### src/rtl/z80_bus_arbiter.sv
// Z80 bus arbiter: hands the external bus between the Z80 core and one DMA master over nBUSRQ/nBUSACK.
// Outputs registered one CLK after the sampled inputs; a pending DMA request waits in REQ/GAP until served.
module z80_bus_arbiter #(
    parameter int MAX_BURST   = 16,
    parameter int MIN_GAP     = 4,
    parameter int ACK_TIMEOUT = 255
) (
    input  logic       CLK,
    input  logic       nRESET,
    input  logic       dma_req,
    input  logic       dma_done,
    input  logic       nBUSACK,
    output logic       nBUSRQ,
    output logic       dma_gnt,
    output logic       bus_sel,
    output logic [7:0] burst_cnt,
    output logic       timeout_err,
    input  logic       err_clr
);
    localparam logic [7:0] BURST_MAX = 8'(MAX_BURST);
    localparam logic [7:0] GAP_LEN   = 8'(MIN_GAP);
    localparam logic [7:0] ACK_LIM   = 8'(ACK_TIMEOUT);

    typedef enum logic [2:0] {
        S_IDLE,
        S_REQ,
        S_GRANT,
        S_TURN,
        S_RELEASE,
        S_GAP
    } state_t;

    state_t     state_q, state_d;
    logic [7:0] wait_cnt_q, wait_cnt_d;
    logic [7:0] gap_cnt_q, gap_cnt_d;
    logic [7:0] burst_cnt_q, burst_cnt_d;
    logic       nbusrq_q, nbusrq_d;
    logic       gnt_q, gnt_d;
    logic       err_q, err_d;
    logic       tmo_set;
    logic [7:0] wait_inc, gap_inc, burst_inc;

    assign wait_inc  = wait_cnt_q + 8'd1;
    assign gap_inc   = gap_cnt_q + 8'd1;
    assign burst_inc = burst_cnt_q + 8'd1;

    always_ff @(posedge CLK or negedge nRESET) begin
        if (!nRESET) begin
            state_q     <= S_IDLE;
            wait_cnt_q  <= '0;
            gap_cnt_q   <= '0;
            burst_cnt_q <= '0;
            nbusrq_q    <= 1'b1;
            gnt_q       <= 1'b0;
            err_q       <= 1'b0;
        end else begin
            state_q     <= state_d;
            wait_cnt_q  <= wait_cnt_d;
            gap_cnt_q   <= gap_cnt_d;
            burst_cnt_q <= burst_cnt_d;
            nbusrq_q    <= nbusrq_d;
            gnt_q       <= gnt_d;
            err_q       <= err_d;
        end
    end

    always_comb begin
        state_d     = state_q;
        wait_cnt_d  = wait_cnt_q;
        gap_cnt_d   = gap_cnt_q;
        burst_cnt_d = burst_cnt_q;
        nbusrq_d    = nbusrq_q;
        gnt_d       = gnt_q;
        tmo_set     = 1'b0;

        unique case (state_q)
            S_IDLE: begin
                wait_cnt_d = '0;
                if (dma_req) begin
                    state_d  = S_REQ;
                    nbusrq_d = 1'b0;
                end
            end
            S_REQ: begin
                wait_cnt_d = wait_inc;
                // A withdrawn request beats a simultaneous acknowledge: never grant a master that left.
                if (!dma_req) begin
                    state_d = S_TURN;
                end else if (!nBUSACK) begin
                    state_d     = S_GRANT;
                    gnt_d       = 1'b1;
                    burst_cnt_d = 8'd1;
                end else if (wait_inc >= ACK_LIM) begin
                    tmo_set = 1'b1;
                    state_d = S_TURN;
                end
            end
            S_GRANT: begin
                // nBUSACK rising here is a Z80 protocol violation; leave quietly without flagging.
                if (!dma_req || dma_done || nBUSACK || (burst_cnt_q >= BURST_MAX)) begin
                    state_d     = S_TURN;
                    gnt_d       = 1'b0;
                    burst_cnt_d = '0;
                end else begin
                    burst_cnt_d = burst_inc;
                end
            end
            S_TURN: begin
                nbusrq_d = 1'b1;
                state_d  = S_RELEASE;
            end
            S_RELEASE: begin
                gap_cnt_d = '0;
                if (nBUSACK) begin
                    state_d = (GAP_LEN == 8'd0) ? S_IDLE : S_GAP;
                end
            end
            S_GAP: begin
                gap_cnt_d = gap_inc;
                if (gap_inc >= GAP_LEN) begin
                    state_d = S_IDLE;
                end
            end
            default: begin
                state_d = S_IDLE;
            end
        endcase

        err_d = tmo_set | (err_q & ~err_clr);
    end

    assign nBUSRQ      = nbusrq_q;
    assign dma_gnt     = gnt_q;
    assign bus_sel     = gnt_q;
    assign burst_cnt   = burst_cnt_q;
    assign timeout_err = err_q;

endmodule

### config.mk
export PLATFORM = sky130hd
export DESIGN_NAME = z80_bus_arbiter
export DESIGN_NICKNAME = d
export VERILOG_FILES = /design/src/rtl/z80_bus_arbiter.sv
export SDC_FILE = /design/constraint.sdc
export NUM_CORES = 1
export LEC_CHECK = 0
export CAP_MARGIN = 25
export CORE_ASPECT_RATIO = 0.9
export CORE_MARGIN = 3
export CORE_UTILIZATION = 43
export CTS_CLUSTER_DIAMETER = 200
export DETAILED_ROUTE_END_ITERATION = 10
export HOLD_SLACK_MARGIN = 0.12
export PLACE_DENSITY = 0.67
export SYNTH_ARGS = -nofsm -noshare
export SYNTH_HDL_FRONTEND = slang
export SYNTH_SLANG_ARGS = --single-unit
### constraint.sdc
create_clock -name CLK -period 3.85 [get_ports CLK]
set_clock_uncertainty 0.05 [all_clocks]
set_input_delay 0.385 -clock CLK [delete_from_list [all_inputs] [get_ports CLK]]
set_output_delay 0.385 -clock CLK [all_outputs]
set_load 0.005 [all_outputs]
Yosys cells after proc, flatten, opt, wreduce, memory -nomap -nowiden --
Index checks and enable logic that the tools add are counted. W data, S select, Z words.
Operators by class: $lt $le $gt $ge 3, bitwise gates (word level) 3, reductions and logical operators 13, add/subtract/negate cells 3, equality and inequality tests 12, mux-type cells 24
Operators with widths (count):
- $pmux W8 S2 | 3
- $add A8 B1 Y8 const B | 3
- $mux W8 | 3
- $mux W3 | 7
- $pmux W3 S6 | 1
- $ne A2 B2 Y1 const B | 6
- $ge A8 B3 Y1 const B | 1
- $ge A8 B5 Y1 const B | 1
- $ge A8 B8 Y1 const B | 1
- $mux W1 | 8
- $reduce_bool A2 Y1 | 4
- $eq A3 B2 Y1 const B | 2
- $eq A3 B3 Y1 const B | 2
- $reduce_and A5 Y1 | 1
- $ne A4 B4 Y1 const B | 1
- $pmux W1 S2 | 2
- $reduce_and A4 Y1 | 1
- $eq A3 B1 Y1 const B | 1
- $logic_not A3 Y1 | 1
- $logic_or A1 B1 Y1 | 3
- $reduce_and A3 Y1 | 1
- $reduce_and A2 Y1 | 1
- $and A1 B1 Y1 | 1
- $logic_not A1 Y1 | 1
- 2 further kinds | 2
Word-level totals: output and inout port bits 12, input port bits 6, word-level logic and storage cells 65, flip-flop bits (word level) 30

Depth between registers and ports, before layout --
Gate-level depths: netlist (run 1).
depth in word-level cells 7, gate-level depth with buffers 7, gate-level depth less buffers 7

Worst setup path before layout (run 1) --
OpenSTA, ideal clock, no wires.
kind reg-to-reg, start register wait_cnt_q[1], end register state_q[1], cell stages (with the launch flop) 7, setup time 67 ps, arrival time 1658 ps, data required time 3733 ps, clock period less this slack 1774 ps, slack 2076 ps, buffers on the path 0, cell sequence dfrtp_1 > ha_1 > inv_1 > or4b_1 > a31oi_1 > nand2b_1 > o2111a_1
On the way: longest elaborated chain between the ends 4
RTL lines:
- from (decl) | RTL line 34 | logic [7:0] wait_cnt_q, wait_cnt_d;
- from (signal assigned) | RTL line 58 | wait_cnt_q <= wait_cnt_d;
- $add A8 B1 Y8 | RTL line 43 | assign wait_inc = wait_cnt_q + 8'd1;
- $ge A8 B8 Y1 | RTL line 93 | end else if (wait_inc >= ACK_LIM) begin
- $ne A4 B4 Y1 (no source line)
- $reduce_and A5 Y1 (no source line)
- to (signal assigned) | RTL line 57 | state_q <= state_d;
- to (decl) | RTL line 33 | state_t state_q, state_d;
Every way passes these cells. A chain may end at the register's enable or synchronous reset.

Final worst setup path (run 1) --
Same ends and word-level chain as after synthesis.

==> metrics.txt, run 1 <==
# TYPE chip_impl_metric gauge
chip_impl_metric{name="synth-edff-count",unit=""} 0
chip_impl_metric{name="gp_routability_congestion",unit=""} 0.800
chip_impl_metric{name="place.detailed.instances",unit=""} 258
chip_impl_metric{name="dpl_cell_area",unit="sq um"} 1900
chip_impl_metric{name="post_route_cells_drive_above_1_share",unit="%"} 6.82
chip_impl_metric{name="worst_slew_margin_rel",unit="%"} 66.0
chip_impl_metric{name="cellLeakagePower",unit="uW"} 0.000863
chip_impl_metric{name="area.growth.synth_to_final",unit="%"} 17.2
chip_impl_metric{name="path_clk_slew",unit="ns"} 0.07
chip_impl_metric{name="final.period_utilization",unit="%"} 49.9
chip_impl_metric{name="clk_lat_worst_skew",unit="ns"} 0.29
chip_impl_metric{name="irDropWorstVdd",unit="mV"} 0.260
chip_impl_info{name="r2r-start",value="wait_cnt_q[1]$_DFFE_PN0P_"} 1
chip_impl_info{name="timing.hold.worst.class",value="input pin to async pin"} 1
chip_impl_metric{name="timing.max_cap.violations",unit=""} 0
chip_impl_metric{name="die_x",unit="um"} 72.2
chip_impl_metric{name="synth_cell_types",unit=""} 41
chip_impl_metric{name="synth_area",unit="sq um"} 1700
chip_impl_metric{name="cts.htree.levels",unit=""} 2
chip_impl_metric{name="design_area",unit="sq um"} 1990
chip_impl_metric{name="report.final.hold_viol_count",unit=""} 0
chip_impl_metric{name="io_pins",unit=""} 18
chip_impl_metric{name="timing.setup.tns",unit="ns"} 0
chip_impl_info{name="timing.critical_path.cells",value="ha_1 -> inv_1 -> or4b_1 -> a31oi_1 -> nand2b_1 -> o2111a_1"} 1
chip_impl_metric{name="detailroute.via_count",unit=""} 1451
chip_impl_metric{name="final.fill_count",unit=""} 361
chip_impl_info{name="cts.root.buffer_cell",value="sky130_fd_sc_hd__clkbuf_8"} 1
chip_impl_metric{name="insertedDiodeCount",unit=""} 0
chip_impl_metric{name="detailedRoute.firstIterationViolations",unit=""} 76
chip_impl_metric{name="slew_viol_final",unit=""} 0
chip_impl_metric{name="drt-total-wl",unit="um"} 3450
chip_impl_info{name="tritoncts_clock_tree",value="done"} 1
chip_impl_metric{name="critPathArrivalTime",unit="ns"} 2.10
chip_impl_metric{name="avgViaCountPerCell",unit=""} 5.45
chip_impl_metric{name="drc_errors",unit=""} 0
chip_impl_metric{name="post_cts.repair.setup_buffers",unit=""} 0
chip_impl_metric{name="grt_pass1_vias",unit=""} 1362
chip_impl_metric{name="overall_fraction_of_global_route_tracks_in_use",unit="%"} 16.7
chip_impl_metric{name="timing.final.setup_violations",unit=""} 0
chip_impl_info{name="slowest_stage",value="sky130_fd_sc_hd__or4b_1"} 1
chip_impl_info{name="cp-start-kind",value="flop"} 1
chip_impl_metric{name="global_route_wire_length_before_repair",unit="um"} 6160
chip_impl_metric{name="routed_wire_length_per_instance",unit="um"} 13.0
chip_impl_metric{name="synth-seq-cells",unit=""} 30
chip_impl_metric{name="die_y",unit="um"} 65.6
chip_impl_metric{name="dp.final_hpwl",unit="um"} 2390
chip_impl_metric{name="critPathRequiredTime",unit="ns"} 4.03
chip_impl_metric{name="synth_cells",unit=""} 201
chip_impl_metric{name="starting_density",unit="%"} 45.1
chip_impl_metric{name="post-place-ws",unit="ns"} 1.79
chip_impl_info{name="timing.critical_path.from",value="wait_cnt_q[1]$_DFFE_PN0P_"} 1
chip_impl_info{name="timing.critical_path.to_type",value="flop"} 1
chip_impl_metric{name="synth.yosys.warnings",unit=""} 0
chip_impl_metric{name="grt_max_degree",unit=""} 31
chip_impl_metric{name="timing.final.ws_setup",unit="ns"} 1.93
chip_impl_metric{name="io_buffer_count",unit=""} 17
chip_impl_metric{name="critical-path-max-stage-delay",unit="ns"} 0.51
chip_impl_metric{name="critical_path_peak_fanout",unit=""} 7
chip_impl_metric{name="synth-async-reset-ratio",unit="%"} 100
chip_impl_metric{name="max-clock-path-buffers",unit=""} 2
chip_impl_metric{name="hold_buffers",unit=""} 0
chip_impl_info{name="worstSetupPathType",value="flop to flop"} 1
chip_impl_metric{name="num-nets-final",unit=""} 230
chip_impl_metric{name="global_route.overflow_total",unit=""} 0
chip_impl_metric{name="synthesis.nets",unit=""} 212
chip_impl_metric{name="drt-pass1-iter-count",unit=""} 4
chip_impl_metric{name="final.hold.worst_slack",unit="ns"} 0.446
chip_impl_metric{name="numClockSinks",unit=""} 30
chip_impl_info{name="status",value="finished, final reports clean"} 1
chip_impl_metric{name="post_cts.resized_instances",unit=""} 0
chip_impl_metric{name="core",unit="sq um"} 3760
chip_impl_metric{name="max_slew.worst_pin.slew",unit="ns"} 0.507
chip_impl_metric{name="final_period_demand_of_the_worst_path",unit="ns"} 1.92
chip_impl_metric{name="detail-route-antenna-nets",unit=""} 0
chip_impl_info{name="rsz_0062_raised_after_global_routing",value="no"} 1
chip_impl_metric{name="grt_antenna_before_repair",unit=""} 0
chip_impl_metric{name="syn_avg_cell_area",unit="sq um"} 8.43
chip_impl_metric{name="row_count",unit=""} 21
chip_impl_metric{name="fmax",unit="GHz"} 0.521
chip_impl_metric{name="final_cell_count_no_fill",unit=""} 266
chip_impl_metric{name="area_enclosed_by_the_die_boundary",unit="sq um"} 4730
chip_impl_info{name="yosys_most_used_dff",value="sky130_fd_sc_hd__dfrtp_1"} 1
chip_impl_metric{name="cts-buffers-inserted",unit=""} 5
chip_impl_metric{name="power.density",unit="nW/um^2"} 575
chip_impl_metric{name="synth_seq_area_share",unit="%"} 44.4
-- worst max-delay path, delay by kind of cell, from the launching register on --
family | cells | cell delay (ns)
buffers and inverters | 1 | 0.09
AOI/OAI and AO/OA | 2 | 0.38
DFF | 1 | 0.45
adders and majority gates | 1 | 0.26
and+or+nand+nor | 2 | 0.64
-- worst paths after layout --
path                       slack, ns                   endpoint  depth (start not counted)
max                             1.93     state_q[1]$_DFFE_PN0P_                          6
min                             0.45   gap_cnt_q[5]$_DFFE_PN0P_                          2
max reg2reg                     1.93     state_q[1]$_DFFE_PN0P_                          6
min reg2reg                     0.45  wait_cnt_q[7]$_DFFE_PN0P_                          1
max in group asynchronous       2.97         nBUSRQ$_DFFE_PN1P_                          2
min in group CLK                0.45  wait_cnt_q[7]$_DFFE_PN0P_                          1
-- where the power goes --
part | total, uW | switching (uW) | leakage (uW) | internal (uW)
Combinational | 401 | 225 | 0.000416 | 176
Clock | 265 | 121 | 0.0000482 | 144
Sequential | 477 | 96.3 | 0.000400 | 380
Total | 1140 | 442 | 0.000863 | 700
-- synthesized netlist by cell type, types with 2 or more instances --
master / count / area, sq um
sky130_fd_sc_hd__and3_1: 2 / 12.5
sky130_fd_sc_hd__ha_1: 5 / 62.6
sky130_fd_sc_hd__xor2_1: 2 / 17.5
sky130_fd_sc_hd__nand2b_1: 2 / 12.5
sky130_fd_sc_hd__xnor2_1: 2 / 17.5
sky130_fd_sc_hd__o31ai_1: 6 / 45.0
sky130_fd_sc_hd__nand2_1: 28 / 105
sky130_fd_sc_hd__and3_2: 2 / 15.0
sky130_fd_sc_hd__nand4_1: 4 / 25.0
sky130_fd_sc_hd__nor2b_1: 2 / 12.5
sky130_fd_sc_hd__buf_4: 2 / 15.0
sky130_fd_sc_hd__a21o_1: 3 / 22.5
sky130_fd_sc_hd__a22o_1: 2 / 17.5
sky130_fd_sc_hd__o21ai_0: 25 / 125
sky130_fd_sc_hd__clkbuf_1: 4 / 15.0
sky130_fd_sc_hd__nor2_1: 27 / 101
sky130_fd_sc_hd__inv_1: 8 / 30.0
sky130_fd_sc_hd__nand3_1: 11 / 55.1
sky130_fd_sc_hd__nor3_1: 4 / 20.0
sky130_fd_sc_hd__dfrtp_1: 29 / 726
sky130_fd_sc_hd__a21oi_1: 5 / 25.0
sky130_fd_sc_hd__a31oi_1: 7 / 43.8
-- through the flow --
stage / utilization, % / total power (uW)
floorplan: - / 759
global placement: 50.4 / 885
detailed placement: 50.4 / 884
CTS: 52.9 / 1160
global route: 52.9 / 1240
finish: 52.9 / 1140
-- cell type report --
class	count	area, sq um	share of cell area [%]
Inverter	8	30.0	1.51
Timing Repair Buffer	18	178	8.94
Tap cell	46	57.6	2.90
Clock buffer	7	86.3	4.35
Clock inverter	1	5.00	0.252
Sequential cell	30	752	37.8
Multi-Input combinational cell	156	878	44.2
-- cell usage in the layout, fill, tap and decap left out, types with 2 or more instances in the layout --
| cell | count |
|---|---|
| sky130_fd_sc_hd__o21ai_0 | 25 |
| sky130_fd_sc_hd__nor2_1 | 27 |
| sky130_fd_sc_hd__a21o_1 | 3 |
| sky130_fd_sc_hd__nor3_1 | 4 |
| sky130_fd_sc_hd__nor2b_1 | 2 |
| sky130_fd_sc_hd__xor2_1 | 2 |
| sky130_fd_sc_hd__xnor2_1 | 2 |
| sky130_fd_sc_hd__a31oi_1 | 7 |
| sky130_fd_sc_hd__ha_1 | 5 |
| sky130_fd_sc_hd__nand3_1 | 11 |
| sky130_fd_sc_hd__dfrtp_1 | 29 |
| sky130_fd_sc_hd__a22o_1 | 2 |
| sky130_fd_sc_hd__and3_2 | 2 |
| sky130_fd_sc_hd__clkbuf_8 | 6 |
| sky130_fd_sc_hd__inv_1 | 8 |
| sky130_fd_sc_hd__nand2b_1 | 2 |
| sky130_fd_sc_hd__and3_1 | 2 |
| sky130_fd_sc_hd__nand2_1 | 28 |
| sky130_fd_sc_hd__a21oi_1 | 5 |
| sky130_fd_sc_hd__nand4_1 | 4 |
| sky130_fd_sc_hd__o31ai_1 | 6 |
| sky130_fd_sc_hd__clkdlybuf4s50_1 | 17 |
-- routing by layer --
metal,share of wire (%),vias up,GRT usage [%]
met5,0,-,0
met4,2.0,0,7.75
met3,5.1,8,4.59
met2,42,31,23.6
met1,51,666,23.4
li1,-,746,-
-- registers in the layout (all words and copies together), names as in the netlist --
| name | count |
|---|---|
| nBUSRQ | 1 |
| wait_cnt_q | 8 |
| timeout_err | 1 |
| burst_cnt | 8 |
| state_q | 3 |
| bus_sel | 1 |
| gap_cnt_q | 8 |
-- cells by family after synthesis --
| family | count (synthesis) | share of synthesized area (%) |
|---|---|---|
| adder cells (fa/ha/maj) | 5 | 3.69 |
| XOR/XNOR | 4 | 2.07 |
| AO/OA/AOI/OAI | 54 | 19.5 |
| AND/OR/NAND/NOR | 92 | 26.0 |
| buffers and inverters | 15 | 3.84 |
| flip-flops | 30 | 44.4 |
| multiplexers | 1 | 0.590 |
(Power assumes the default switching activity.)
==> run 2: changes to the inputs <==
- clock period: 3.85 -> 1.8 ns (I/O delays scaled with it)
==> metrics.txt, run 2 (synthesis gave the netlist of run 1 again) <==
# TYPE chip_impl_metric gauge
chip_impl_metric{name="path_clk_slew",unit="ns"} 0.06
chip_impl_info{name="rsz_0062_raised_after_global_routing",value="yes"} 1
chip_impl_metric{name="cts-buffers-inserted",unit=""} 5
chip_impl_info{name="timing.critical_path.cells",value="buf_4 -> nand2_2 -> or4b_1 -> a31oi_1 -> nand2b_1 -> o2111a_1"} 1
chip_impl_info{name="tritoncts_clock_tree",value="done"} 1
chip_impl_metric{name="starting_density",unit="%"} 45.1
chip_impl_info{name="timing.critical_path.to",value="state_q[1]$_DFFE_PN0P_"} 1
chip_impl_metric{name="grt_pass1_vias",unit=""} 1370
chip_impl_info{name="cts.root.buffer_cell",value="sky130_fd_sc_hd__clkbuf_8"} 1
chip_impl_info{name="cp-start-kind",value="flop"} 1
chip_impl_info{name="topRoutingLayerUsed",value="met4"} 1
chip_impl_metric{name="overall_fraction_of_global_route_tracks_in_use",unit="%"} 17.0
chip_impl_metric{name="row_count",unit=""} 21
chip_impl_metric{name="cp.depth",unit=""} 6
chip_impl_metric{name="timing.setup.tns",unit="ns"} 0
chip_impl_metric{name="worst_slew_margin_rel",unit="%"} 73.5
chip_impl_metric{name="post-place-ws",unit="ns"} 0.0154
chip_impl_metric{name="timing.final.ws_setup",unit="ns"} 0.101
chip_impl_metric{name="global_route_wire_length_before_repair",unit="um"} 6280
chip_impl_metric{name="avgViaCountPerCell",unit=""} 5.32
chip_impl_metric{name="met1_length",unit="um"} 1870
chip_impl_metric{name="numClockSinks",unit=""} 30
chip_impl_metric{name="io_buffer_count",unit=""} 17
chip_impl_metric{name="global_route.overflow_total",unit=""} 0
chip_impl_metric{name="max_slew.worst_pin.slew",unit="ns"} 0.398
chip_impl_metric{name="critical-path-max-stage-delay",unit="ns"} 0.43
chip_impl_info{name="reg2reg_to",value="state_q[1]$_DFFE_PN0P_"} 1
chip_impl_metric{name="area.growth.synth_to_final",unit="%"} 24.1
chip_impl_info{name="timing.critical_path.from",value="wait_cnt_q[1]$_DFFE_PN0P_"} 1
chip_impl_metric{name="cts.htree.levels",unit=""} 2
chip_impl_info{name="path_delay_family",value="simple AND/OR/NAND/NOR gates"} 1
chip_impl_info{name="slowest_stage",value="sky130_fd_sc_hd__or4b_1"} 1
chip_impl_metric{name="regToRegSetupSlack",unit="ns"} 0.10
chip_impl_metric{name="timing.critical_path.buf_inv",unit=""} 1
chip_impl_info{name="layout.cells.most_common_list",value="sky130_fd_sc_hd__dfrtp_1, sky130_fd_sc_hd__nor2_1, sky130_fd_sc_hd__nand2_1, sky130_fd_sc_hd__o21ai_0, sky130_fd_sc_hd__clkdlybuf4s50_1"} 1
chip_impl_metric{name="cellLeakagePower",unit="uW"} 0.000936
chip_impl_metric{name="max-clock-path-buffers",unit=""} 2
chip_impl_info{name="layout.cells.most_common",value="sky130_fd_sc_hd__dfrtp_1"} 1
chip_impl_info{name="timing.hold.worst.class",value="input pin to async pin"} 1
chip_impl_metric{name="grt_antenna_before_repair",unit=""} 0
chip_impl_metric{name="grt_max_degree",unit=""} 31
chip_impl_metric{name="hold_buffers",unit=""} 0
chip_impl_metric{name="report.final.hold_viol_count",unit=""} 0
chip_impl_metric{name="critPathRequiredTime",unit="ns"} 1.98
chip_impl_metric{name="timing.final.setup_violations",unit=""} 0
chip_impl_metric{name="dp.final_hpwl",unit="um"} 2600
chip_impl_metric{name="final.period_utilization",unit="%"} 94.4
chip_impl_metric{name="power.density",unit="nW/um^2"} 1240
chip_impl_metric{name="area_enclosed_by_the_die_boundary",unit="sq um"} 4730
chip_impl_metric{name="timing.max_cap.violations",unit=""} 0
chip_impl_metric{name="clk_lat_worst_skew",unit="ns"} 0.28
chip_impl_metric{name="met3_wirelength",unit="um"} 224
chip_impl_metric{name="met2_length",unit="um"} 1530
chip_impl_metric{name="critPathArrivalTime",unit="ns"} 1.88
chip_impl_info{name="worstSetupPathType",value="flop to flop"} 1
chip_impl_metric{name="detailroute.via_count",unit=""} 1490
chip_impl_metric{name="critical_path_peak_fanout",unit=""} 6
chip_impl_metric{name="io_pins",unit=""} 18
chip_impl_metric{name="insertedDiodeCount",unit=""} 0
chip_impl_metric{name="slew_viol_final",unit=""} 0
chip_impl_info{name="status",value="finished, final reports clean"} 1
chip_impl_metric{name="drt-total-wl",unit="um"} 3670
chip_impl_metric{name="detail-route-antenna-nets",unit=""} 0
chip_impl_metric{name="irDropWorstVdd",unit="mV"} 0.572
chip_impl_metric{name="rr_worst_depth",unit=""} 6
chip_impl_info{name="r2r-start",value="wait_cnt_q[1]$_DFFE_PN0P_"} 1
chip_impl_info{name="timing.critical_path.to_type",value="flop"} 1
chip_impl_metric{name="gp_routability_congestion",unit=""} 0.768
chip_impl_metric{name="drc_errors",unit=""} 0
chip_impl_metric{name="fmax",unit="GHz"} 0.589
chip_impl_metric{name="die_y",unit="um"} 65.6
chip_impl_metric{name="die_x",unit="um"} 72.2
chip_impl_metric{name="final_period_demand_of_the_worst_path",unit="ns"} 1.70
chip_impl_metric{name="drt-pass1-iter-count",unit=""} 4
chip_impl_metric{name="routed_wire_length_per_instance",unit="um"} 13.1
chip_impl_metric{name="core",unit="sq um"} 3760
chip_impl_metric{name="detailedRoute.firstIterationViolations",unit=""} 66
chip_impl_metric{name="num-nets-final",unit=""} 244
chip_impl_metric{name="post_route_cells_drive_above_1_share",unit="%"} 14.5
[run 2: changes by cell type in the layout (fill, tap and decap cells not counted), sizes merged]
cell,before,now
buf,1,15
[run 2: worst min path at each step]
| stage | startpoint | to | slack [ns] |
|---|---|---|---|
| after floorplan | nRESET | burst_cnt[0]$_DFFE_PN0P_ | -0.17 |
| after global placement | wait_cnt_q[7]$_DFFE_PN0P_ | wait_cnt_q[7]$_DFFE_PN0P_ | 0.44 |
| after detailed placement | wait_cnt_q[7]$_DFFE_PN0P_ | wait_cnt_q[7]$_DFFE_PN0P_ | 0.44 |
| after CTS | nRESET | gap_cnt_q[3]$_DFFE_PN0P_ | 0.25 |
| after global routing | nRESET | wait_cnt_q[2]$_DFFE_PN0P_ | 0.26 |
| final | nRESET | wait_cnt_q[2]$_DFFE_PN0P_ | 0.24 |
[run 2: final cells by class]
type,instances,area [sq um]
Clock buffer,7,86.3
Clock inverter,1,5.00
Fill cell,356,1650
Inverter,8,30.0
Multi-Input combinational cell,156,888
Sequential cell,30,753
Tap cell,46,57.6
Timing Repair Buffer,32,283
[run 2: repair_timing]
item | CTS | global route
setup buffers | 0 | 0
setup endpoints to repair | 0 | 2
resized for setup | 0 | 5
[run 2: metal layers]
layer  vias up  track usage (%)
li1        769                -
met4         0             4.23
met2        37             24.0
met1       678             24.4
met3         6             6.42
met5         -                0
[run 2: where the power goes]
group	internal, uW	leakage (uW)	switching [uW]
combinational	500	0.000490	611
clock	308	0.0000482	256
sequential	814	0.000398	115
total	1620	0.000936	982
[run 2: through the flow]
stage / util [%] / cell area, sq um / instances / total power (uW) / hold slack [ns]
floorplan: - / 1700 / 201 / 1620 / -0.166
global placement: 53.2 / 2000 / 272 / 2030 / 0.444
detailed placement: 53.2 / 2000 / 272 / 2040 / 0.437
CTS: 55.7 / 2090 / 280 / 2610 / 0.254
global route: 56.0 / 2100 / 280 / 2820 / 0.260
finish: 56.0 / 2100 / 280 / 2600 / 0.241
[run 2: worst reg2reg max path, delay by kind of cell (launching register included)]
| family | cells | cell delay [ns] |
|---|---|---|
| AOI/OAI and AO/OA | 2 | 0.39 |
| buffers and inverters | 1 | 0.16 |
| DFF | 1 | 0.39 |
| and+or+nand+nor | 3 | 0.64 |
